`src/rtl/mdio_phy_responder.sv`:
```
// Clause-22 MDIO management target running on the system clock.
// MDC/MDIO are oversampled; a small PHY register file answers read and write frames.
module mdio_phy_responder #(
   parameter logic [4:0]  PHY_ADDR     = 5'd1,
   parameter int          PREAMBLE_MIN = 32,
   parameter logic [15:0] PHY_ID1      = 16'h0022,
   parameter logic [15:0] PHY_ID2      = 16'h1622,
   parameter logic [15:0] REG0_RST     = 16'h1140,
   parameter int          TIMEOUT      = 4096
) (
   input  logic        clk_32_clk,
   input  logic        reset_reset_n,
   input  logic        mdc,
   input  logic        mdio_in,
   output logic        mdio_out,
   output logic        mdio_oen,
   input  logic [15:0] status_in,
   output logic        wr_strobe,
   output logic [4:0]  wr_addr,
   output logic [15:0] wr_data
);

   localparam int PW = $clog2(PREAMBLE_MIN + 1);
   localparam int WW = $clog2(TIMEOUT + 1);

   typedef enum logic [3:0] {
      S_IDLE, S_ST2, S_OP, S_PHYAD, S_REGAD, S_TA_RD, S_TA_WR, S_RDATA, S_WDATA, S_SKIP
   } state_t;

   state_t           state_q, state_d;
   logic [4:0]       cnt_q, cnt_d;
   logic [PW-1:0]    pre_q, pre_d;
   logic [WW-1:0]    wdog_q, wdog_d;
   logic             is_rd_q, is_rd_d;
   logic             mdc_meta_q, mdc_sync_q, mdc_prev_q;
   logic             mdio_meta_q, mdio_sync_q;
   logic             oen_q, oen_d, out_q, out_d;
   logic             strobe_q, strobe_d;
   logic [4:0]       wr_addr_q, wr_addr_d;
   logic [15:0]      wr_data_q, wr_data_d;
   logic [15:0]      reg0_q, reg0_d;
   logic [3:0][15:0] regx_q, regx_d;
   logic [15:0]      shift_q, shift_d;
   logic [4:0]       phyad_q, phyad_d, regad_q, regad_d;

   logic             rise, bit_s, timeout;
   logic [4:0]       regad_nxt;
   logic [15:0]      rd_word, wword;

   function automatic logic [PW-1:0] sat_inc(input logic [PW-1:0] v);
      return (v < PW'(PREAMBLE_MIN)) ? v + 1'b1 : v;
   endfunction

   assign rise      = mdc_sync_q & ~mdc_prev_q;
   assign bit_s     = mdio_sync_q;
   assign regad_nxt = {shift_q[3:0], bit_s};
   assign wword     = {shift_q[14:0], bit_s};
   assign timeout   = (state_q != S_IDLE) && !rise && (wdog_q == WW'(TIMEOUT - 1));

   // Read data is snapshotted from this mux at the REGAD-complete edge
   always_comb begin
      rd_word = 16'h0000;
      case (regad_nxt)
         5'd0:                rd_word = reg0_q & 16'h7FFF;
         5'd1:                rd_word = status_in;
         5'd2:                rd_word = PHY_ID1;
         5'd3:                rd_word = PHY_ID2;
         5'd4, 5'd5, 5'd6, 5'd7: rd_word = regx_q[regad_nxt[1:0]];
         default:             rd_word = 16'h0000;
      endcase
   end

   always_comb begin
      state_d   = state_q;
      cnt_d     = cnt_q;
      pre_d     = pre_q;
      wdog_d    = '0;
      is_rd_d   = is_rd_q;
      oen_d     = oen_q;
      out_d     = out_q;
      strobe_d  = 1'b0;
      wr_addr_d = wr_addr_q;
      wr_data_d = wr_data_q;
      reg0_d    = reg0_q;
      regx_d    = regx_q;
      shift_d   = shift_q;
      phyad_d   = phyad_q;
      regad_d   = regad_q;
      if (state_q != S_IDLE && !rise) wdog_d = wdog_q + 1'b1;
      if (timeout) begin
         state_d = S_IDLE;
         oen_d   = 1'b1;
         out_d   = 1'b0;
         pre_d   = '0;
         wdog_d  = '0;
      end else if (rise) begin
         case (state_q)
            S_IDLE: begin
               if (bit_s) pre_d = sat_inc(pre_q);
               else begin
                  pre_d = '0;
                  if (pre_q >= PW'(PREAMBLE_MIN)) state_d = S_ST2;
               end
            end
            S_ST2: begin
               cnt_d   = '0;
               state_d = bit_s ? S_OP : S_IDLE;
            end
            S_OP: begin
               shift_d = wword;
               if (cnt_q == 5'd0) cnt_d = 5'd1;
               else begin
                  cnt_d = '0;
                  case ({shift_q[0], bit_s})
                     2'b10:   begin is_rd_d = 1'b1; state_d = S_PHYAD; end
                     2'b01:   begin is_rd_d = 1'b0; state_d = S_PHYAD; end
                     default: state_d = S_IDLE;
                  endcase
               end
            end
            S_PHYAD: begin
               shift_d = wword;
               cnt_d   = cnt_q + 1'b1;
               if (cnt_q == 5'd4) begin
                  phyad_d = regad_nxt;
                  cnt_d   = '0;
                  state_d = S_REGAD;
               end
            end
            S_REGAD: begin
               shift_d = wword;
               cnt_d   = cnt_q + 1'b1;
               if (cnt_q == 5'd4) begin
                  regad_d = regad_nxt;
                  shift_d = rd_word;
                  cnt_d   = '0;
                  if (phyad_q != PHY_ADDR) state_d = S_SKIP;
                  else                     state_d = is_rd_q ? S_TA_RD : S_TA_WR;
               end
            end
            // PHY drives the second turnaround bit low
            S_TA_RD: begin
               oen_d   = 1'b0;
               out_d   = 1'b0;
               cnt_d   = '0;
               state_d = S_RDATA;
            end
            S_RDATA: begin
               if (cnt_q == 5'd16) begin
                  oen_d   = 1'b1;
                  out_d   = 1'b0;
                  state_d = S_IDLE;
               end else begin
                  out_d   = shift_q[15];
                  shift_d = {shift_q[14:0], 1'b0};
                  cnt_d   = cnt_q + 1'b1;
               end
            end
            S_TA_WR: begin
               cnt_d = cnt_q + 1'b1;
               if (cnt_q == 5'd1) begin
                  cnt_d   = '0;
                  state_d = S_WDATA;
               end
            end
            S_WDATA: begin
               shift_d = wword;
               cnt_d   = cnt_q + 1'b1;
               if (cnt_q == 5'd15) begin
                  strobe_d  = 1'b1;
                  wr_addr_d = regad_q;
                  wr_data_d = wword;
                  state_d   = S_IDLE;
                  if (regad_q == 5'd0) begin
                     if (wword[15]) begin
                        reg0_d = REG0_RST;
                        regx_d = '0;
                     end else begin
                        reg0_d = {1'b0, wword[14:0]};
                     end
                  end else if (regad_q[4:2] == 3'b001) begin
                     regx_d[regad_q[1:0]] = wword;
                  end
               end
            end
            S_SKIP: begin
               cnt_d = cnt_q + 1'b1;
               if (cnt_q == 5'd17) state_d = S_IDLE;
            end
            default: state_d = S_IDLE;
         endcase
      end
   end

   always_ff @(posedge clk_32_clk or negedge reset_reset_n) begin
      if (!reset_reset_n) begin
         state_q     <= S_IDLE;
         cnt_q       <= '0;
         pre_q       <= '0;
         wdog_q      <= '0;
         is_rd_q     <= 1'b0;
         mdc_meta_q  <= 1'b0;
         mdc_sync_q  <= 1'b0;
         mdc_prev_q  <= 1'b0;
         mdio_meta_q <= 1'b1;
         mdio_sync_q <= 1'b1;
         oen_q       <= 1'b1;
         out_q       <= 1'b0;
         strobe_q    <= 1'b0;
         wr_addr_q   <= '0;
         wr_data_q   <= '0;
         reg0_q      <= REG0_RST;
         regx_q      <= '0;
      end else begin
         state_q     <= state_d;
         cnt_q       <= cnt_d;
         pre_q       <= pre_d;
         wdog_q      <= wdog_d;
         is_rd_q     <= is_rd_d;
         mdc_meta_q  <= mdc;
         mdc_sync_q  <= mdc_meta_q;
         mdc_prev_q  <= mdc_sync_q;
         mdio_meta_q <= mdio_in;
         mdio_sync_q <= mdio_meta_q;
         oen_q       <= oen_d;
         out_q       <= out_d;
         strobe_q    <= strobe_d;
         wr_addr_q   <= wr_addr_d;
         wr_data_q   <= wr_data_d;
         reg0_q      <= reg0_d;
         regx_q      <= regx_d;
      end
   end

   // Frame shift/address registers carry no reset; they are always loaded before use
   always_ff @(posedge clk_32_clk) begin
      shift_q <= shift_d;
      phyad_q <= phyad_d;
      regad_q <= regad_d;
   end

   assign mdio_out  = out_q;
   assign mdio_oen  = oen_q;
   assign wr_strobe = strobe_q;
   assign wr_addr   = wr_addr_q;
   assign wr_data   = wr_data_q;

endmodule

```
`config.mk`:
```
export PLATFORM = sky130hd
export DESIGN_NAME = mdio_phy_responder
export DESIGN_NICKNAME = d
export VERILOG_FILES = /design/src/rtl/mdio_phy_responder.sv
export SDC_FILE = /design/constraint.sdc
export NUM_CORES = 1
export LEC_CHECK = 0
export CAP_MARGIN = 5
export CORE_MARGIN = 3
export CORE_UTILIZATION = 58
export DETAILED_ROUTE_END_ITERATION = 8
export GPL_ROUTABILITY_DRIVEN = 0
export MAX_ROUTING_LAYER = met4
export PLACE_DENSITY_LB_ADDON = 0.1
export REMOVE_ABC_BUFFERS = 1
export SLEW_MARGIN = 40
export SYNTH_ARGS = -nofsm -noshare
export SYNTH_HDL_FRONTEND = slang
export SYNTH_SLANG_ARGS = --single-unit
```
`constraint.sdc`:
```
create_clock -name clk_32_clk -period 5 [get_ports clk_32_clk]
set_clock_uncertainty 0.1 [all_clocks]
set_input_delay 0.75 -clock clk_32_clk [delete_from_list [all_inputs] [get_ports clk_32_clk]]
set_output_delay 0.75 -clock clk_32_clk [all_outputs]
set_load 0.005 [all_outputs]
```
== Word-level counts from Yosys, hierarchy flattened ==
Cells that the tools add are included.

* Register bits after elaboration: 163
* Bits in latches: 0
* Memory bits (writable): 0
* Memory bits (read-only): 0
* Bits of input ports: 20
* Output and inout port bits: 24
* Logic and storage cells: 161
* Memories kept: 0

* Add/subtract/negate cells: 3
* $mul: 0
* Div/mod/pow operators: 0
* Order comparisons: 5
* Eq/ne operators: 38
* Shifts and indexed selects: 0
* Multiplexer cells: 54
* Bitwise operators: 4
* Reductions and logical operators: 34

{| class="wikitable"
|+ Operators by type and width
! operator !! count
|-
| 2-to-1 mux 64 bit || 3
|-
| case mux 16 bit (5 select lines) || 1
|-
| bitwise mux 64 bit || 1
|-
| 2-to-1 mux 16 bit || 4
|-
| 2-to-1 mux 4 bit || 12
|-
| case mux 16 bit (3 select lines) || 1
|-
| case mux 4 bit (10 select lines) || 1
|-
| binary-select mux 16 bit (select 2 bit) || 1
|-
| demux 16 bit (select 2 bit) || 1
|-
| 2-to-1 mux 6 bit || 5
|-
| case mux 5 bit (6 select lines) || 1
|-
| != test 3 bit, second input constant || 9
|-
| 2-to-1 mux 13 bit || 2
|-
| equality test 5 x 3 -> 1 bit, second input constant || 5
|-
| AND reduction 4 bit || 5
|-
| equality test 4 x 3 -> 1 bit, second input constant || 4
|-
| zero test 5 bit || 3
|-
| 2-to-1 mux 15 bit || 1
|-
| 2-to-1 mux 5 bit || 3
|-
| adder 13 x 1 -> 13 bit, second input constant || 1
|-
| equality test 13 x 12 -> 1 bit, second input constant || 1
|-
| 2-to-1 mux 1 bit || 11
|-
| equality test 5 x 1 -> 1 bit, second input constant || 2
|-
| equality test 5 x 2 -> 1 bit, second input constant || 2
|-
| 36 further kinds || 58
|}

== Depth between registers and ports, before layout ==
Gate-level depths: netlist of run 1.

* Word-level depth: 7
* Mapped depth: 9
* Depth with buffers taken out: 8

== Worst setup path after synthesis of run 1 ==
No wires, ideal clock.

* Kind: flip-flop to flip-flop
* Start point: register mdio_sync_q, in the netlist bit_s
* End point: register shift_q[4], data pin
* Library setup time: 256 ps
* Arrival: 3,010 ps
* Required time: 4,644 ps
* Slack: 1,634 ps
* Cell stages (with the launch flop): 10
* Buffers on the path: 3
* Period minus slack after synthesis: 3,366 ps
* Cell sequence: dfstp_2 -> clkbuf_1 -> buf_1 -> inv_1 -> ha_1 -> or2_2 -> o311ai_1 -> clkbuf_1 -> o22ai_1 -> a22o_1

* Word-level cells in the longest chain between the ends: 5
* Elaborated cells between the ends (all ways): 14
* Those cells by class: eq/ne: 7; mux: 5; reduce/logical: 2

{| class="wikitable"
|+ RTL lines
! element !! line !! text
|-
| start: declaration || 36 || <nowiki>logic mdio_meta_q, mdio_sync_q;</nowiki>
|-
| start signal: assignment || 224 || <nowiki>mdio_sync_q <= mdio_meta_q;</nowiki>
|-
| equality test 5 x 3 -> 1 bit or binary-select mux 16 bit (select 2 bit) (tied branches) || 63, 68 ||
|-
| OR reduction 4 bit or 2-to-1 mux 16 bit (tied branches) || 63, 68 ||
|-
| case mux 16 bit (5 select lines) (*) || 63 || <nowiki>case (regad_nxt)</nowiki>
|-
| 2-to-1 mux 16 bit (*) || 133 || <nowiki>if (cnt_q == 5'd4) begin</nowiki>
|-
| case mux 16 bit (3 select lines) (*) || 97 || <nowiki>case (state_q)</nowiki>
|-
| end signal: assignment || 237 || <nowiki>shift_q <= shift_d;</nowiki>
|-
| end: declaration || 43 || <nowiki>logic [15:0] shift_q, shift_d;</nowiki>
|}

Mark *: on every way between the ends. The rest lies on a longest branch, timed or not. The select of a mux whose other input is x is not followed.
A chain may end at the register's enable or synchronous reset.

== Worst setup path in the final report of run 1 ==
* Start point: register state_q[1]
* End point: register regx_q[54] in the netlist's numbering

* Word-level cells in the longest chain between the ends: 5
* Elaborated cells between the ends (all ways): 6
* Those cells by class: eq/ne: 1; bitwise: 1; reduce/logical: 4

{| class="wikitable"
|+ RTL lines
! element !! line !! text
|-
| start: declaration || 30 || <nowiki>state_t state_q, state_d;</nowiki>
|-
| start signal: assignment || 215 || <nowiki>state_q <= state_d;</nowiki>
|-
| nonzero test 4 bit || 58 || <nowiki>assign timeout = (state_q != S_IDLE) && !rise && (wdog_q == WW'(TIMEOUT - 1));</nowiki>
|-
| logical AND 1 bit (2 in a row) || 58 ||
|-
| inverter 1 bit (no line) || -- ||
|-
| AND reduction 6 bit (no line) (*) || -- ||
|-
| end signal: assignment || 231 || <nowiki>regx_q <= regx_d;</nowiki>
|-
| end: declaration || 42 || <nowiki>logic [3:0][15:0] regx_q, regx_d;</nowiki>
|}

Mark *: on every way between the ends. The rest lies on a longest branch, timed or not.

==> flow_metrics.env, run 1 <==
export IMPL_run_status="completed"
export IMPL_first_iter_violations=684
export IMPL_yosysSeqAreaShare_pct=54.6
export IMPL_core_um2=12800
export IMPL_worst_setup_path_type="reg2reg"
export IMPL_first_global_vias=5695
export IMPL_clock_root_buffer="clkbuf_16"
export IMPL_routed_wire_length_per_instance_um=20.0
export IMPL_initial_core_utilization_pct=60.3
export IMPL_finalHoldViolCount=0
export IMPL_crit_fanout=32
export IMPL_cp_data_required_time_ns=5.17
export IMPL_antenna_found_initial=0
export IMPL_grt_remaining_overflow=0
export IMPL_hold_path_class="in2async"
export IMPL_cts_resized=0
export IMPL_areaGrowthSynthToFinish_pct=15.6
export IMPL_maxClockFrequency_mhz=317
export IMPL_cts_repair_timing_setup_buffer_count=0
export IMPL_antenna_cells_inserted=0
export IMPL_dominantRegCellSynth="dfrtp_1"
export IMPL_ys_types=62
export IMPL_io_pins=44
export IMPL_report_final_setup_viol=0
export IMPL_grt_usage_pct=27.8
export IMPL_grt_max_degree=109
export IMPL_port_bufs=43
export IMPL_drtAntennaViolNets=0
export IMPL_synthesis_area_um2=7730
export IMPL_finalWorstPathRequiredPeriod_ns=3.15
export IMPL_critical_path_top_delay_family="simple AND/OR/NAND/NOR gates"
export IMPL_layout_filler_cells=963
export IMPL_clk_pin_slew_ns=0.06
export IMPL_post_detailed_route_via_to_cell_ratio=6.29
export IMPL_r2r_slack_ns=1.85
export IMPL_synth_yosys_warnings=0
export IMPL_r2r_cells=5
export IMPL_final_util_pct=69.6
export IMPL_tightestPinTransition_ns=0.868
export IMPL_drt_wl_total_um=18600
export IMPL_floorplan_die_height_um=121
export IMPL_critPathLaunchType="register"
export IMPL_synth_async_reset_ratio_pct=84.0
export IMPL_maxSlewHeadroom_pct=42.1
export IMPL_cp_num_buf_inv=0
export IMPL_synth_edff_count=26
export IMPL_synth_seq_cells=163
export IMPL_numCtsBuffers=17
export IMPL_floorplan_die_area_um2=14700
export IMPL_final_nets=776
export IMPL_maxCapViolCount=0
export IMPL_max_clock_path_buffers=2
export IMPL_leakage_power_figure_nw=3.66
export IMPL_global_route_wire_length_before_repair_um=30400
export IMPL_setup_tns_final_ns=0
export IMPL_post_dp_hpwl_um=11900
export IMPL_critical_path_slowest_cell="or4b_1"
export IMPL_syn_area_per_cell_um2=10.7
export IMPL_arrival_ns=3.32
export IMPL_max_stage_delay_ns=0.79
export IMPL_numClockSinks=163
export IMPL_tritoncts_clock_tree="done"
export IMPL_htree_num_levels=4
export IMPL_crit_path_cell_trace="or4b_1 -> a2111oi_2 -> nand3_2 -> nand3_1 -> o21ai_0"
export IMPL_crit_end_element="register"
export IMPL_drtPass1Iterations=5
export IMPL_power_density_cell_area_nw_per_um2=318
export IMPL_peak_supply_drop_uv=300
export IMPL_layout_worst_path_cycle_share_pct=63.0
export IMPL_vias=5848
export IMPL_clkLatencyLatePin_ns=0.43
export IMPL_row_count=41
export IMPL_post_cts_hold_buffer_count=0
export IMPL_detail_route_drc_violations=0
export IMPL_worstSetupPathDepth=5
export IMPL_layout_drive_gt1_share_pct=14.0
export IMPL_rsz0062_at_grt="no"
export IMPL_report_final_slew_viol_count=0
export IMPL_die_width_um=121
export IMPL_synthesis_instances=723
==> metal layers <==
metal / global-route usage, % / share of wire, % / vias to the layer above
met5: - / 0 / -
met4: 9.87 / 1.8 / 0
met3: 7.04 / 8.2 / 29
met2: 41.0 / 47 / 236
met1: 37.7 / 43 / 2895
li1: - / - / 2688
==> logic make-up (layout without fill, tap and decap cells) <==
family                     count (synthesis)  in the layout  share of synthesized area, %
buffers and inverters                     83            118                          4.50
and+or+nand+nor                          241            241                          15.5
xor gates and xnor gates                  12             12                          1.36
DFF                                      163            163                          54.6
muxes                                     42             42                          8.39
AOI/OAI and AO/OA                        171            171                          13.9
adders and majority gates                 11             11                          1.78
==> Yosys cell counts, types with 10 or more instances <==
library cell  count  area (um2)
nand3_1          57         285
nand2_1          79         297
mux4_2           16         360
dfrtp_1         131        3280
nor3_1           10        50.1
o22ai_1          19         119
a22o_1           14         123
mux2_2           22         248
edfxtp_1         26         781
nor4_1           11        68.8
clkbuf_1         33         124
o21ai_0          66         330
o21ai_1          23         115
buf_2            11        55.1
ha_1             11         138
a22oi_1          14         105
nor2_1           35         131
inv_1            31         116
==> report_power, final <==
| part | switching, mW | total (mW) | internal (mW) |
|---|---|---|---|
| clock network | 0.562 | 1.36 | 0.799 |
| logic | 0.0599 | 0.104 | 0.0436 |
| registers | 0.0165 | 1.38 | 1.36 |
| total | 0.638 | 2.84 | 2.20 |
==> per-stage QoR <==
stage | hold slack (ns) | worst slack (ns) | instance area [um2] | total power [mW] | cells
finish | 0.106 | 1.85 | 8930 | 2.84 | 930
global route | 0.114 | 1.66 | 8930 | 2.94 | 930
CTS | 0.253 | 1.91 | 8900 | 2.86 | 929
detailed placement | 0.239 | 1.99 | 8290 | 1.50 | 897
global placement | 0.232 | 1.43 | 8230 | 1.50 | 895
floorplan | 0.231 | 1.51 | 7500 | 1.45 | 671
==> cell type report <==
cell class	count	area (um2)	area share [%]
clock buffers	17	425	4.76
well taps	172	215	2.41
flip-flops and latches	163	4220	47.2
clock inverters	15	191	2.14
inverters	31	116	1.30
multi-input cells	477	3210	35.9
repair buffers	55	557	6.23
==> placed cells by master (no fill, tap or decap), types with 4 or more instances in the layout <==
cell type,instances
mux4_2,16
o31ai_1,4
a22o_1,14
nand4_1,6
o21ai_0,66
buf_4,9
nor3_1,9
inv_6,5
dfrtp_1,131
nor2_1,34
a221oi_1,5
ha_1,11
mux2_2,22
xor2_1,4
o22ai_1,19
nand3_1,56
a22oi_1,14
edfxtp_1,26
or3_1,5
mux2i_1,4
dfstp_2,6
o21ai_1,23
nor4_1,10
clkbuf_16,17
nand2b_1,7
inv_1,31
xnor2_1,8
nand2_1,79
clkdlybuf4s50_1,42
a21oi_1,5
==> sequential cells by signal, summed over array words and instances (netlist names), 4 cells and up <==
name	count
regx_q	64
shift_q	16
wr_data	16
reg0_q	15
wdog_q	13
pre_q	6
cnt_q	5
phyad_q	5
regad_q	5
wr_addr	5
state_q	4
==> final timing paths <==
path | startpoint | end
max | state_q[1] | regx_q[54]
min | reset_reset_n | reg0_q[9]
max reg2reg | state_q[1] | regx_q[54]
min reg2reg | mdc_meta_q | mdc_sync_q
max in group asynchronous | reset_reset_n | mdio_meta_q
min in group clk_32_clk | mdc_meta_q | mdc_sync_q
Power figures use the tool's default switching activity.
==> inputs of run 2 (changes only) <==
clock period = 3 ns   (was 5 ns; I/O delays follow)
==> run 2 against run 1 <==
Against the previous run:
- sequential cell count unchanged
- combinational power grew 70%
- sequential share of layout area down 0.33 points
- clock power rose by 59%
- count of clock-buffer cells in the layout unchanged
==> flow_metrics.env, run 2 (synthesis gave the netlist of run 1 again) <==
export IMPL_first_global_vias=5814
export IMPL_layout_worst_path_cycle_share_pct=88.8
export IMPL_largest_register_by_flop_count="regx_q"
export IMPL_critPathLaunchType="register"
export IMPL_grt_usage_pct=27.6
export IMPL_core_um2=12800
export IMPL_clkLatencyLatePin_ns=0.43
export IMPL_run_status="completed"
export IMPL_maxSlewHeadroom_pct=52.3
export IMPL_leakage_power_figure_nw=3.74
export IMPL_detail_route_drc_violations=0
export IMPL_largest_register_ffs=64
export IMPL_finalHoldViolCount=0
export IMPL_max_clock_path_buffers=2
export IMPL_grt_remaining_overflow=0
export IMPL_routing_usage_on_met3_pct=5.78
export IMPL_crit_end_element="register"
export IMPL_floorplan_die_height_um=121
export IMPL_power_density_cell_area_nw_per_um2=515
export IMPL_hold_path_end="bit_s"
export IMPL_worst_r2r_startpoint="cnt_q[0]"
export IMPL_drt_wl_total_um=18500
export IMPL_hold_path_class="reg2reg"
export IMPL_tritoncts_clock_tree="done"
export IMPL_placed_cells=916
export IMPL_cell_area_after_placement_um2=8400
export IMPL_vias=5906
export IMPL_numClockSinks=163
export IMPL_numCtsBuffers=17
export IMPL_maxCapViolCount=0
export IMPL_r2r_end="regx_q[39]"
export IMPL_antenna_cells_inserted=0
export IMPL_worstHoldPathCells=0
export IMPL_areaGrowthSynthToFinish_pct=16.4
export IMPL_cp_data_required_time_ns=3.19
export IMPL_final_nets=795
export IMPL_commonest_non_fill_non_tap_cell_in_the_layout="dfrtp_1"
export IMPL_groute_layer_met2_usage_pct=43.2
export IMPL_arrival_ns=2.86
export IMPL_report_final_setup_viol=0
export IMPL_crit_path_cell_trace="ha_1 -> and3_1 -> ha_1 -> nand3b_1 -> or4_4 -> nand3_1 -> o21ai_0"
export IMPL_layout_cell_area_non_filler_um2=8990
export IMPL_report_final_slew_viol_count=0
export IMPL_timing_hold_ws_ns=0.265
export IMPL_global_route_wire_length_before_repair_um=30300
export IMPL_layout_filler_cells=940
export IMPL_worst_setup_path_type="reg2reg"
export IMPL_r2r_cells=7
export IMPL_drtAntennaViolNets=0
export IMPL_maxClockFrequency_mhz=375
export IMPL_post_detailed_route_via_to_cell_ratio=6.22
export IMPL_critPathMostFrequentCell="ha_1"
export IMPL_grtUsageMet1_pct=36.9
export IMPL_io_pins=44
export IMPL_initial_core_utilization_pct=60.3
export IMPL_tightestPinTransition_ns=0.708
export IMPL_first_iter_violations=692
export IMPL_finish_cell_count_without_fillers=949
export IMPL_floorplan_die_area_um2=14700
export IMPL_max_stage_delay_ns=0.83
export IMPL_die_width_um=121
export IMPL_setup_tns_final_ns=0
export IMPL_r2r_slack_ns=0.34
export IMPL_htree_num_levels=4
export IMPL_antenna_found_initial=0
export IMPL_critical_path_slowest_cell="or4_4"
export IMPL_routed_wire_length_per_instance_um=19.5
export IMPL_grt_max_degree=66
export IMPL_crit_fanout=48
export IMPL_mostFrequentLayoutCells="dfrtp_1 (131), nand2_1 (79), o21ai_0 (66)"
export IMPL_finalWorstPathRequiredPeriod_ns=2.66
export IMPL_drtPass1Iterations=6
export IMPL_clock_root_buffer="clkbuf_16"
export IMPL_rsz0062_at_grt="no"
export IMPL_hold_path_startpoint="mdio_meta_q"
export IMPL_clk_pin_slew_ns=0.07
export IMPL_port_bufs=43
export IMPL_grt_busiest_layer="met2"
export IMPL_post_dp_hpwl_um=12200
export IMPL_layout_drive_gt1_share_pct=15.7
export IMPL_peak_supply_drop_uv=449
export IMPL_row_count=41
==> run 2: cell count changes in the layout (fill, tap and decap cells not counted), sizes merged <==
cell and change:
buf +18, clkinvlp -1, bufinv -2, inv +3, dlygate4sd3 +1
==> run 2: per-layer routing <==
metal | vias to the layer above | routed length, um
met4 | 0 | 259
met1 | 2939 | 7760
met2 | 233 | 9190
li1 | 2708 | -
met3 | 26 | 1330
met5 | - | 0
==> run 2: area by class of cell <==
type	instances	area, um2	share of cell area, %
Sequential cell	163	4220	46.9
Timing Repair Buffer	74	679	7.55
Clock buffer	17	425	4.73
Inverter	31	116	1.29
Clock inverter	15	163	1.81
Multi-Input combinational cell	477	3180	35.3
Tap cell	172	215	2.39
==> run 2: how the worst max path moves through the flow <==
stage / startpoint / endpoint / slack, ns / cells past startpoint
floorplan: bit_s / shift_q[3] / -0.49 / 6
global placement: cnt_q[0] / regx_q[35] / 0.44 / 7
detailed placement: cnt_q[0] / regx_q[39] / 0.39 / 7
CTS: cnt_q[0] / regx_q[17] / 0.37 / 7
global route: cnt_q[0] / regx_q[37] / 0.19 / 7
finish: cnt_q[0] / regx_q[39] / 0.34 / 7
==> run 2: stage by stage <==
stage	worst slack [ns]	power, mW	utilization, %
6_report	0.337	4.63	70.1
5_1_grt	0.192	4.78	70.1
4_1_cts	0.374	4.66	70.1
3_5_place_dp	0.392	2.51	65.5
3_3_place_gp	0.442	2.50	65.5
2_1_floorplan	-0.488	2.41	-
==> run 2: where the power goes <==
group	switching, mW	internal (mW)	total (mW)
Sequential	0.0257	2.26	2.29
Combinational	0.102	0.0747	0.177
Clock	0.981	1.18	2.16
Total	1.11	3.52	4.63
==> run 2: repair_timing <==
action / 4_1_cts / 5_1_grt
endpoints found under the hold margin: 62 / 0
hold buffers: 1 / 0
endpoints found under the setup margin: 0 / 0
gates resized for setup: 0 / 0
buffers inserted: 0 / 0
==> run 2: critical path: cells and delay by family, from the launching register on <==
kind | cells | cell delay [ns]
AND/OR/NAND/NOR | 4 | 1.44
AO/OA/AOI/OAI | 1 | 0.11
adder cells (fa/ha/maj) | 2 | 0.42
flip-flops | 1 | 0.42
==> inputs of run 3 (changes only) <==
--- a/config.mk
+++ b/config.mk
@@ -14,4 +14,5 @@
 export PLACE_DENSITY_LB_ADDON = 0.1
 export REMOVE_ABC_BUFFERS = 1
+export SKIP_LAST_GASP = 1
 export SLEW_MARGIN = 40
 export SYNTH_ARGS = -nofsm -noshare
==> constraint.sdc (replaced) <==
create_clock -name clk_32_clk -period 3.1 [get_ports clk_32_clk]
set_clock_uncertainty 0.1 [all_clocks]
set_input_delay 0.62 -clock clk_32_clk [delete_from_list [all_inputs] [get_ports clk_32_clk]]
set_output_delay 0.62 -clock clk_32_clk [all_outputs]
set_load 0.005 [all_outputs]
==> run 3 against run 2 <==
Against the previous run:
- first-iteration DRC count down 15%
- power down 4.3%
- routed wire length up 0.55%
- non-clock buffer count down 3
- cell area down 0.33%
- die area unchanged
- setup slack better by 0.040 ns
- critical path type unchanged
- critical endpoint is now cnt_q[3]
==> flow_metrics.env, run 3 (synthesis gave the netlist of run 1 again) <==
export IMPL_run_status="completed"
export IMPL_worst_r2r_startpoint="cnt_q[0]"
export IMPL_clk_pin_slew_ns=0.06
export IMPL_io_pins=44
export IMPL_largest_register_by_flop_count="regx_q"
export IMPL_grt_remaining_overflow=0
export IMPL_largest_register_ffs=64
export IMPL_cts_repair_timing_setup_buffer_count=0
export IMPL_areaGrowthSynthToFinish_pct=16.0
export IMPL_max_clock_path_buffers=2
export IMPL_antenna_found_initial=0
export IMPL_critPathLaunchType="register"
export IMPL_routed_wire_length_per_instance_um=19.7
export IMPL_worst_setup_path_type="reg2reg"
export IMPL_detail_route_drc_violations=0
export IMPL_setup_worst_path_start="cnt_q[0]"
export IMPL_post_detailed_route_via_to_cell_ratio=6.33
export IMPL_post_cts_hold_buffer_count=0
export IMPL_final_nets=792
export IMPL_cp_data_required_time_ns=3.32
export IMPL_hold_path_class="in2async"
export IMPL_tritoncts_clock_tree="done"
export IMPL_rsz0062_at_grt="no"
export IMPL_clock_root_buffer="clkbuf_16"
export IMPL_finalHoldViolCount=0
export IMPL_layout_drive_gt1_share_pct=15.5
export IMPL_peak_supply_drop_uv=445
export IMPL_row_count=41
export IMPL_maxSlewHeadroom_pct=53.7
export IMPL_numClockSinks=163
export IMPL_grt_max_degree=61
export IMPL_power_density_cell_area_nw_per_um2=494
export IMPL_htree_num_levels=4
export IMPL_crit_fanout=7
export IMPL_layout_worst_path_cycle_share_pct=87.8
export IMPL_floorplan_die_height_um=121
export IMPL_vias=5988
export IMPL_floorplan_die_area_um2=14700
export IMPL_maxCapViolCount=0
export IMPL_crit_end_element="register"
export IMPL_antenna_cells_inserted=0
export IMPL_numCtsBuffers=17
export IMPL_report_final_setup_viol=0
export IMPL_clkLatencyLatePin_ns=0.43
export IMPL_first_global_vias=5774
export IMPL_r2r_cells=8
export IMPL_grt_usage_pct=27.2
export IMPL_r2r_end="cnt_q[3]"
export IMPL_arrival_ns=2.94
export IMPL_drtAntennaViolNets=0
export IMPL_drt_wl_total_um=18600
export IMPL_core_um2=12800
export IMPL_global_route_wire_length_before_repair_um=30000
export IMPL_drtPass1Iterations=7
export IMPL_timing_hold_ws_ns=0.0169
export IMPL_finalWorstPathRequiredPeriod_ns=2.72
export IMPL_critPathCapture="cnt_q[3]"
export IMPL_commonest_non_fill_non_tap_cell_in_the_layout="dfrtp_1"
export IMPL_first_iter_violations=588
export IMPL_port_bufs=43
export IMPL_report_final_slew_viol_count=0
export IMPL_post_dp_hpwl_um=12000
export IMPL_cts_resized=0
export IMPL_final_util_pct=69.9
export IMPL_maxClockFrequency_mhz=367
export IMPL_initial_core_utilization_pct=60.3
export IMPL_r2r_slack_ns=0.38
export IMPL_leakage_power_figure_nw=3.72
export IMPL_tightestPinTransition_ns=0.695
export IMPL_mostFrequentLayoutCells="dfrtp_1 (131), nand2_1 (79), o21ai_0 (66)"
export IMPL_die_width_um=121
export IMPL_setup_tns_final_ns=0
## run 3: cell types whose count changed in the layout (fill, tap and decap cells not counted), sizes merged
cell	previous run	this run
clkinv	2	6
inv	41	37
buf	31	29
dlygate4sd3	1	0
## run 3: worst min-delay path by stage
stage | cells past startpoint | slack [ns] | end | startpoint
after floorplan | 0 | 0.22 | cnt_q[0] | reset_reset_n
after global placement | 0 | 0.23 | mdc_sync_q | mdc_meta_q
after detailed placement | 0 | 0.24 | mdc_sync_q | mdc_meta_q
after CTS | 1 | 0.03 | pre_q[1] | reset_reset_n
after global routing | 1 | 0.04 | pre_q[1] | reset_reset_n
final | 1 | 0.02 | pre_q[1] | reset_reset_n
## run 3: layer usage
layer  vias to the layer above  track usage [%]  part of all wire (%)
li1                       2702                -                     -
met1                      2967             37.0                    43
met2                       277             41.0                    48
met3                        42             6.43                   7.5
met4                         0             8.82                   2.1
met5                         -                -                     0
## run 3: area by class of cell
cell class                 count  area (um2)
timing repair buffer          71         654
sequential                   163        4220
clock inverter                15         151
fill                         956        3860
tap                          172         215
inverter                      31         116
clock buffer                  17         425
multi-input combinational    477        3190
## run 3: power by group
part	switching, mW	total (mW)	internal, mW	leakage, nW
clock network	0.912	2.04	1.13	0.281
logic	0.0997	0.171	0.0714	1.33
registers	0.0260	2.22	2.19	2.11
## run 3: critical path, cell delays in order, from the launching register on
cell and delay (ns):
dfrtp_1 0.44, inv_1 0.08, ha_1 0.17, nor4bb_1 0.47, buf_4 0.23, nor4_1 0.06
nor4_2 0.64, nor2_1 0.12, a211o_1 0.29
## run 3: stage by stage
| stage | cells | instance area [um2] | total power, mW | setup WS (ns) |
|---|---|---|---|---|
| final | 946 | 8960 | 4.43 | 0.377 |
| after global placement | 914 | 8380 | 2.42 | 0.564 |
| after global routing | 946 | 8960 | 4.57 | 0.211 |
| after detailed placement | 914 | 8390 | 2.43 | 0.428 |
| after CTS | 946 | 8960 | 4.46 | 0.428 |
| after floorplan | 671 | 7500 | 2.33 | -0.388 |
==> edit: new RTL, settings of run 3 <==
Make the reset (`reset_reset_n`) synchronous in one clocked block.
--- a/src/rtl/mdio_phy_responder.sv
+++ b/src/rtl/mdio_phy_responder.sv
@@ -194,3 +194,3 @@
 
-   always_ff @(posedge clk_32_clk or negedge reset_reset_n) begin
+   always_ff @(posedge clk_32_clk) begin
       if (!reset_reset_n) begin
Formal check against the unedited RTL: same outputs for any inputs over 4 cycles, from zero or initial values and one cycle with reset_reset_n low; that may be too few to reach the edited logic, so the function may still have changed.
==> edit against run 3 <==
Setup slack better by 0.12 ns. Die area down 1.4%. Wire length up 8.6%. Area after synthesis down 1.5%. Synthesized cell count up 21%. Global-route usage up 2.2 points. Total power down 3.3%. Sequential cell count unchanged. Design area down 2.3%.
==> edit: results (changes against run 3) <==
Synth top cells by count=nor2_1 (139), dfxtp_1 (137), a21oi_1 (83); outcome=complete, no violations; Avg Cell Area, Syn=8.70 sq um (-19%); First DRT Iteration DRCs=706 (+20%); register area share after synthesis=46.3% (-8.3 points); largest net degree at the start of global routing=85 (+39%); r2r worst-path depth=9 (+1); DP Wirelength=13.0 mm (+8.4%); CP max stage delay=0.46 ns (-0.18 ns); Peak VDD IR=0.474 mV (+6.4%); Post-Place Setup Slack=0.552 ns (+0.124 ns); CP max stage cell=nand2b_1; mean number of vias per cell=6.24 (-1.4%); Leak=3.09 nW (-17%); Post-Layout Inst Area=8760 sq um (-2.3%); WL final=20.2 mm (+8.6%); Placed Area=8190 sq um (-2.4%); crit path DAT=2.81 ns (-0.13 ns); Slew @ Worst Pin=0.768 ns (+0.0735 ns); layout cell share with drive strength beyond 1=9.28% (-6.2 points); Inst Count DP=1045 (+14%); ys async rst share=0% (-84 points); gr usage total=29.4% (+2.2 points); # nets final=923 (+17%); Min-Delay Path Class=reg2reg; crit-path max FO=18 (+11); First-pass DRT Iterations=5 (-2)
## edit: worst paths after layout
path                                  start    endpoint
worst max-delay path               cnt_q[0]  regx_q[19]
worst min-delay path            mdio_meta_q       bit_s
worst max register to register     cnt_q[0]  regx_q[19]
worst min register to register  mdio_meta_q       bit_s
## edit: logic make-up (layout without fill, tap and decap cells)
group | Yosys count | after routing | synth area share, %
XOR/XNOR | 12 | 12 | 1.38
AND/OR/NAND/NOR | 366 | 366 | 23.5
adder cells (fa/ha/maj) | 11 | 11 | 1.81
flip-flops | 163 | 163 | 46.3
multiplexers | 19 | 19 | 5.14
AO/OA/AOI/OAI | 209 | 209 | 16.9
buffers and inverters | 95 | 125 | 4.96
## edit: worst reg2reg max path: cells and delay by family (launching register included)
family	cells	cell delay, ns
and+or+nand+nor	5	1.10
adders and majority gates	2	0.34
AOI/OAI and AO/OA	1	0.32
DFF	1	0.38
buffers and inverters	1	0.24
## edit: per-layer routing
metal | global-route usage (%) | part of all wire [%] | vias up
met5 | - | 0 | -
met4 | 11.0 | 1.8 | 0
met3 | 7.02 | 10 | 34
met2 | 44.2 | 46 | 367
met1 | 38.9 | 42 | 3174
li1 | - | - | 3145
## edit: power by group
| part | internal (W) | switching (W) | total [W] |
|---|---|---|---|
| registers | 0.00215 | 0.00000319 | 0.00215 |
| logic | 0.0000414 | 0.0000577 | 0.0000991 |
| clock network | 0.00122 | 0.000819 | 0.00204 |
## edit: layout make-up
type / count / share of cell area [%]
Sequential cell: 163 / 40.2
Tap cell: 172 / 2.46
Multi-Input combinational cell: 617 / 42.4
Clock inverter: 12 / 1.27
Clock buffer: 20 / 5.23
Timing Repair Buffer: 71 / 7.46
Inverter: 22 / 0.943
